===== src/rtl/flow_unit.sv =====
`default_nettype none
// ============================================================================
// flow_unit: program-flow unit owning PC, status register and trap return
// address; executes trap/jump/status operations and steers fetch.
// Revision: 1.0
// ============================================================================
module flow_unit #(
  parameter int unsigned        WIDTH    = 20,
  parameter logic [WIDTH-1:0]   RESET_PC = '0,
  parameter logic [WIDTH-1:0]   TRAP_VEC = 20'hFFF00
) (
  input  logic             clk,
  input  logic             rst_n,
  input  logic             flag_valid,
  input  logic             alu_zero,
  input  logic             alu_sign,
  input  logic             alu_carry,
  input  logic             op_valid,
  output logic             op_ready,
  input  logic [2:0]       op_code,
  input  logic [WIDTH-1:0] op_target,
  input  logic [2:0]       op_imm,
  input  logic             trap_ack,
  output logic [WIDTH-1:0] pc,
  output logic [2:0]       status,
  output logic [WIDTH-1:0] epc,
  output logic             redirect,
  output logic             trap_active
);

  typedef enum logic [1:0] {
    ST_RUN   = 2'd0,
    ST_FLUSH = 2'd1,
    ST_TRAP  = 2'd2
  } state_t;

  localparam logic [2:0] c_OP_TRAP = 3'd0;
  localparam logic [2:0] c_OP_NOP  = 3'd1;
  localparam logic [2:0] c_OP_JMP  = 3'd2;
  localparam logic [2:0] c_OP_JZ   = 3'd3;
  localparam logic [2:0] c_OP_JS   = 3'd4;
  localparam logic [2:0] c_OP_JZS  = 3'd5;
  localparam logic [2:0] c_OP_LDSR = 3'd6;
  localparam logic [2:0] c_OP_XSR  = 3'd7;

  state_t           r_state, w_state_next;
  logic [WIDTH-1:0] r_pc, w_pc_next;
  logic [2:0]       r_status, w_status_next;
  logic [WIDTH-1:0] r_epc, w_epc_next;
  logic             r_redirect, w_redirect_next;
  logic             w_accept;
  logic             w_taken;
  logic [WIDTH-1:0] w_pc_inc;

  assign w_accept = op_valid && (r_state == ST_RUN);
  assign w_pc_inc = r_pc + 1'b1;

  always_ff @(posedge clk or negedge rst_n) begin
    if (!rst_n) begin
      r_state    <= ST_RUN;
      r_pc       <= RESET_PC;
      r_status   <= 3'b000;
      r_epc      <= '0;
      r_redirect <= 1'b0;
    end else begin
      r_state    <= w_state_next;
      r_pc       <= w_pc_next;
      r_status   <= w_status_next;
      r_epc      <= w_epc_next;
      r_redirect <= w_redirect_next;
    end
  end

  // Jump conditions look only at the registered status; flags are not forwarded.
  always_comb begin
    w_taken = 1'b0;
    case (op_code)
      c_OP_JMP: w_taken = 1'b1;
      c_OP_JZ:  w_taken = r_status[0];
      c_OP_JS:  w_taken = r_status[1];
      c_OP_JZS: w_taken = r_status[0] | r_status[1];
      default:  w_taken = 1'b0;
    endcase
  end

  always_comb begin
    w_state_next    = r_state;
    w_pc_next       = r_pc;
    w_epc_next      = r_epc;
    w_redirect_next = 1'b0;
    w_status_next   = flag_valid ? {alu_carry, alu_sign, alu_zero} : r_status;
    case (r_state)
      ST_RUN: begin
        if (w_accept) begin
          case (op_code)
            c_OP_TRAP: begin
              w_epc_next      = r_pc;
              w_pc_next       = TRAP_VEC;
              w_state_next    = ST_TRAP;
              w_redirect_next = 1'b1;
            end
            c_OP_NOP: w_pc_next = w_pc_inc;
            c_OP_JMP, c_OP_JZ, c_OP_JS, c_OP_JZS: begin
              if (w_taken) begin
                w_pc_next       = op_target;
                w_state_next    = ST_FLUSH;
                w_redirect_next = 1'b1;
              end else begin
                w_pc_next = w_pc_inc;
              end
            end
            // Status operations override any flags captured this cycle.
            c_OP_LDSR: begin
              w_status_next = op_imm;
              w_pc_next     = w_pc_inc;
            end
            c_OP_XSR: begin
              w_status_next = r_status ^ op_imm;
              w_pc_next     = w_pc_inc;
            end
            default: w_pc_next = r_pc;
          endcase
        end
      end
      ST_FLUSH: w_state_next = ST_RUN;
      ST_TRAP: begin
        if (trap_ack) w_state_next = ST_RUN;
      end
      default: w_state_next = ST_RUN;
    endcase
  end

  assign op_ready    = (r_state == ST_RUN);
  assign trap_active = (r_state == ST_TRAP);
  assign redirect    = r_redirect;
  assign pc          = r_pc;
  assign status      = r_status;
  assign epc         = r_epc;

endmodule
`default_nettype wire


===== config.mk =====
export PLATFORM = sky130hd
export DESIGN_NAME = flow_unit
export DESIGN_NICKNAME = d
export VERILOG_FILES = /design/src/rtl/flow_unit.sv
export SDC_FILE = /design/constraint.sdc
export NUM_CORES = 1
export LEC_CHECK = 0
export ABC_AREA = 1
export CAP_MARGIN = 40
export CORE_ASPECT_RATIO = 0.8
export CORE_UTILIZATION = 65
export DETAILED_ROUTE_END_ITERATION = 8
export DONT_BUFFER_PORTS = 1
export PLACE_DENSITY_LB_ADDON = 0.25
export SYNTH_ARGS = -nofsm -noshare
export SYNTH_HDL_FRONTEND = slang
export SYNTH_SLANG_ARGS = --single-unit

===== constraint.sdc =====
create_clock -name clk -period 3.1 [get_ports clk]
set_clock_uncertainty 0.1 [all_clocks]
set_input_delay 0.62 -clock clk [delete_from_list [all_inputs] [get_ports clk]]
set_output_delay 0.62 -clock clk [all_outputs]
set_load 0.02 [all_outputs]

# ---- After elaboration in Yosys (flattened, before gate mapping)
# Cells that the tools add are included.
dict set report classes {
  mux 16
  n_addsub 1
  bitwise_logic 2
  n_eq_ne 12
  n_reduce_logical 8
}
# cell count
set ops {}
lappend ops {{$pmux 20 s3} 1}
lappend ops {{$add 20x1->20 const B} 1}
lappend ops {{$mux 20} 1}
lappend ops {{$eq 3x3->1 const B} 4}
lappend ops {{$mux 3} 3}
lappend ops {{$pmux 2 s2} 2}
lappend ops {{$eq 3x2->1 const B} 2}
lappend ops {{$mux 2} 3}
lappend ops {{$pmux 3 s2} 1}
lappend ops {{$pmux 1 s4} 1}
lappend ops {{$reduce_and 4->1} 1}
lappend ops {{$reduce_or 4->1} 1}
lappend ops {{$eq 3x1->1 const B} 1}
lappend ops {{$logic_not 3->1} 1}
lappend ops {{$mux 1} 3}
lappend ops {{$ne 3x1->1 const B} 1}
lappend ops {{$ne 3x3->1 const B} 1}
lappend ops {{$reduce_and 3->1} 1}
lappend ops {{$reduce_or 3->1} 1}
lappend ops {{$xor 3x3->3} 1}
lappend ops {{$eq 2x2->1 const B} 1}
lappend ops {{$logic_not 2->1} 1}
lappend ops {{$ne 2x1->1 const B} 1}
lappend ops {{$ne 2x2->1 const B} 1}
lappend ops {{other kinds (4)} 4}
dict set report totals {
  register_bits 46
  output_inout_bits 46
  elab_cells 44
}

# ---- Logic depth before layout (Yosys ltp)
dict set report depth {
  word_depth 6
  mapped_depth 12
}

# ---- Worst setup path after synthesis
# Ideal clock, no wire load.
dict set report synth_timing {
  path_type {in2reg}
  start {input port op_code[2]}
  end {register r_epc[13], in the netlist epc[13]}
  setup_time_ns 0.128
  required_ns 2.872
  path_slack_ns 1.375
  t_arrival_ns 1.497
  cell_stages 6
  path_cell_list {inv_1 nand3_1 inv_2 nand2_1 buf_4 mux2_1}
}
dict set report synth_via {
  elab_chain_len 2
}
# item line
set synth_rtl {}
lappend synth_rtl {{start, declared} 20} ;# input logic [2:0] op_code,
lappend synth_rtl {{$logic_not 3->1} 95} ;# case (op_code)
lappend synth_rtl {{$reduce_and 3->1 (no source line)} --}
lappend synth_rtl {{end signal, assigned} 69} ;# r_epc <= w_epc_next;
lappend synth_rtl {{end, declared} 49} ;# logic [WIDTH-1:0] r_epc, w_epc_next;
# Every way passes these cells.
# A chain may end at the register's enable or synchronous reset.

# ---- Worst setup path in the final report
dict set report layout_timing {
  start {register r_state[1]}
  end {register r_epc[8], in the netlist epc[8]}
}
dict set report layout_via {
  elab_chain_len 3
}
# item line
set layout_rtl {}
lappend layout_rtl {{start, declared} 46} ;# state_t r_state, w_state_next;
lappend layout_rtl {{start signal, assigned} 66} ;# r_state <= w_state_next;
lappend layout_rtl {{$logic_not 2->1 *} --}
lappend layout_rtl {{named net op_ready} 19} ;# output logic op_ready,
lappend layout_rtl {{$logic_and 1x1->1} 55} ;# assign w_accept = op_valid && (r_state == ST_RUN);
lappend layout_rtl {{$reduce_and 3->1 (no source line) *} --}
# The timed path passes the listed nets; every way through them passes the cells marked *.

==> flow_metrics.tcl <==
set metrics [dict create \
    dieArea_mm2 0.004230 \
    core_mm2 0.003804 \
    max_stage_delay_ns 0.40 \
    path_clk_slew_ns 0.09 \
    ioPinCount 80 \
    viasPerCell 5.840 \
    path_max_fanout 25 \
    cts_made_buffers 5 \
    cp_slowest_cell "dfrtp_1" \
    antenna_found_initial 0 \
    post-route-period-util_pct 64.61 \
    drt-total-wl_um 6061 \
    synth_nets 368 \
    fin_cells 388 \
    grt_pass1_vias 2112 \
    dp.cells 379 \
    crit_path_frequent_cell "nand2_1" \
    maxSlewViolCount 0 \
    synthFlopType "dfrtp_1" \
    peakVddDrop_uv 430.3 \
    cts_max_path_buffers 2 \
    cp_cell_sequence "nor2_2, nand2_2, inv_2, nand2_1, buf_4, nand2_1, o21ai_0" \
    drcViolationCount 0 \
    setup_slack_ns 1.097 \
    fin_setup_tns_ns 0 \
    gp_congestion 0.8964 \
    die_y_um 58.38 \
    syn-instance-count 333 \
    synth_edf_count 0 \
    holdCritPathClass "input port to asynchronous set/reset pin" \
    power_density_mw_per_mm2 759.1 \
    drt_iter0_markers 206 \
    leakagePower_nw 1.345 \
    portBuffers 0 \
    synthArstFlopShare_pct 100.0 \
    worst_setup_path_end_kind "register" \
    layout-area-overhead-vs-synth_pct 5.620 \
    critical_path_class "register to register" \
    ys_ff_latch 46 \
    place_ws_ns 1.077 \
    post_cts_buffers 0 \
    fillers 322 \
    design_area_mm2 0.002728 \
    run_status "completed" \
    finalHoldViolCount 0 \
    ff_latch_area_mm2 0.001151 \
    grtUsageTotal_pct 30.94 \
    synth.distinct_cells 35 \
    avgSynthCellArea_um2 7.755 \
    max_freq_ghz 0.4993 \
    ant_nets 0 \
    grt_overflow_total 0 \
    grt_max_degree 47 \
    relSlewSlack_pct 69.52 \
    grt_pass1_wl_um 9901 \
    root_buffer "clkbuf_8" \
    ys_seq_area_share_pct 44.57 \
    die_w_um 72.47 \
    required_ns 3.19 \
    num_antenna_cells 0 \
    start_kind "register" \
    ys_warn_count 0 \
    initial_core_util_pct 67.89 \
    cts_tree "built" \
    clk_latency_ns 0.30 \
    worst_pin_slew_ns 0.4537 \
    dp_hpwl_um 4353 \
    maxCapViolations 0 \
    multi_input_area_mm2 0.001224 \
    via_count 2266 \
    finalCriticalPeriod_ns 2.003 \
    wl_per_cell_um 15.62 \
    syn_area_mm2 0.002582 \
    place_area_mm2 0.002605 \
    arrival_ns 2.09 \
    total_power_mw 2.070 \
    htreeDepth 2 \
    row_count 20 \
    drt_pass1_iterations 5 \
    cts_sinks 46 \
    setup-violations-final 0 \
    drive_above_1_share_pct 9.610 \
    rsz0062_at_grt "false" \
    final_nets 367 \
]
[synthesized netlist by cell type, types with 3 or more instances]
library cell	count	area, µm²
a21boi_1	5	37.54
a21oi_1	16	80.08
a22oi_2	5	62.56
buf_4	3	22.52
clkbuf_1	5	18.77
dfrtp_1	46	1151
inv_1	34	127.6
inv_2	5	18.77
nand2_1	83	311.6
nand2_2	4	25.02
nand3_1	23	115.1
nand4_1	4	25.02
nor2_1	33	123.9
nor2_2	4	25.02
o21ai_0	23	115.1
o21ai_1	9	45.04
xor2_1	9	78.83
[flip-flops by register name (all words and copies together), names as in the netlist]
name,cells
pc,20
epc,20
status,3
redirect,1
r_state,2
[cell families after synthesis]
group	Yosys count	synth area share [%]
fa+ha+maj	1	0.4844
buf+inv	50	8.042
simple gates	155	25.92
flops	46	44.57
xor+xnor	9	3.052
mux	4	1.647
compound gates	68	16.28
[critical path, delay by kind of cell, from the launching register on]
| kind | cells | cell delay [ns] |
|---|---|---|
| flops | 1 | 0.40 |
| compound gates | 1 | 0.09 |
| buf+inv | 2 | 0.52 |
| simple gates | 4 | 0.79 |
[final timing paths]
path | startpoint | to | slack (ns) | cells past startpoint
min in group clk | trap_ack | r_state[1] | 0.31 | 1
worst min-delay path | rst_n | pc[3] | 0.05 | 1
max in group asynchronous | rst_n | pc[12] | 2.64 | 1
worst max-delay path | r_state[1] | epc[8] | 1.10 | 7
worst min register to register | r_state[0] | r_state[1] | 0.42 | 1
worst max register to register | r_state[1] | epc[8] | 1.10 | 7
[per-stage QoR]
stage / util, % / hold WS, ns
floorplan: - / 0.2244
global placement: 68.49 / 0.2255
detailed placement: 68.49 / 0.2253
CTS: 71.71 / 0.06226
global route: 71.71 / 0.04903
finish: 71.71 / 0.04525
[power by group]
part           switching, mW  total (mW)  internal [mW]  leakage, nW
registers              0.409        1.18          0.768        0.562
clock network          0.211       0.391          0.180       0.0472
logic                  0.316       0.503          0.187        0.736
total                  0.937        2.07           1.13         1.34
[metal layers]
layer | wire length (µm) | global-route usage, % | vias up
li1 | - | - | 1087
met1 | 2654 | 40.72 | 1078
met2 | 2838 | 51.00 | 95
met3 | 521 | 7.705 | 6
met4 | 46 | 9.524 | 0
met5 | 0 | 0 | -
[cell type report]
type | instances | share of cell area, %
multi-input cells | 237 | 44.86
well taps | 55 | 2.523
clock inverters | 2 | 0.4587
clock buffers | 6 | 3.028
flip-flops and latches | 46 | 42.20
repair buffers | 3 | 1.560
inverters | 39 | 5.367
[layout by cell type (no fill, tap or decap)]
cell type,n
o21bai_1,1
a32oi_1,2
xor2_1,9
nor2_1,33
a21oi_1,16
nor3_1,1
clkinvlp_4,1
mux2_1,2
dfrtp_1,46
inv_2,5
a22oi_2,5
clkbuf_8,6
nand3_1,23
a22oi_1,1
nand2_1,83
nand3b_1,1
nand4_1,4
o211ai_2,1
o211ai_1,1
nand2_4,1
nand2_2,4
nor2_2,4
buf_4,2
inv_1,34
o21a_1,1
nor2_8,1
o22ai_1,2
o21ai_1,9
clkinv_2,1
o21ai_0,23
mux2i_1,2
o31ai_1,1
a21boi_1,5
buf_16,1
ha_1,1
[timing repair]
action / in CTS / in global routing
endpoints found under the hold margin: 46 / 0
hold buffers: 1 / 0
resized for setup: 0 / 0
Note: power is estimated with default switching activity, not from simulation.
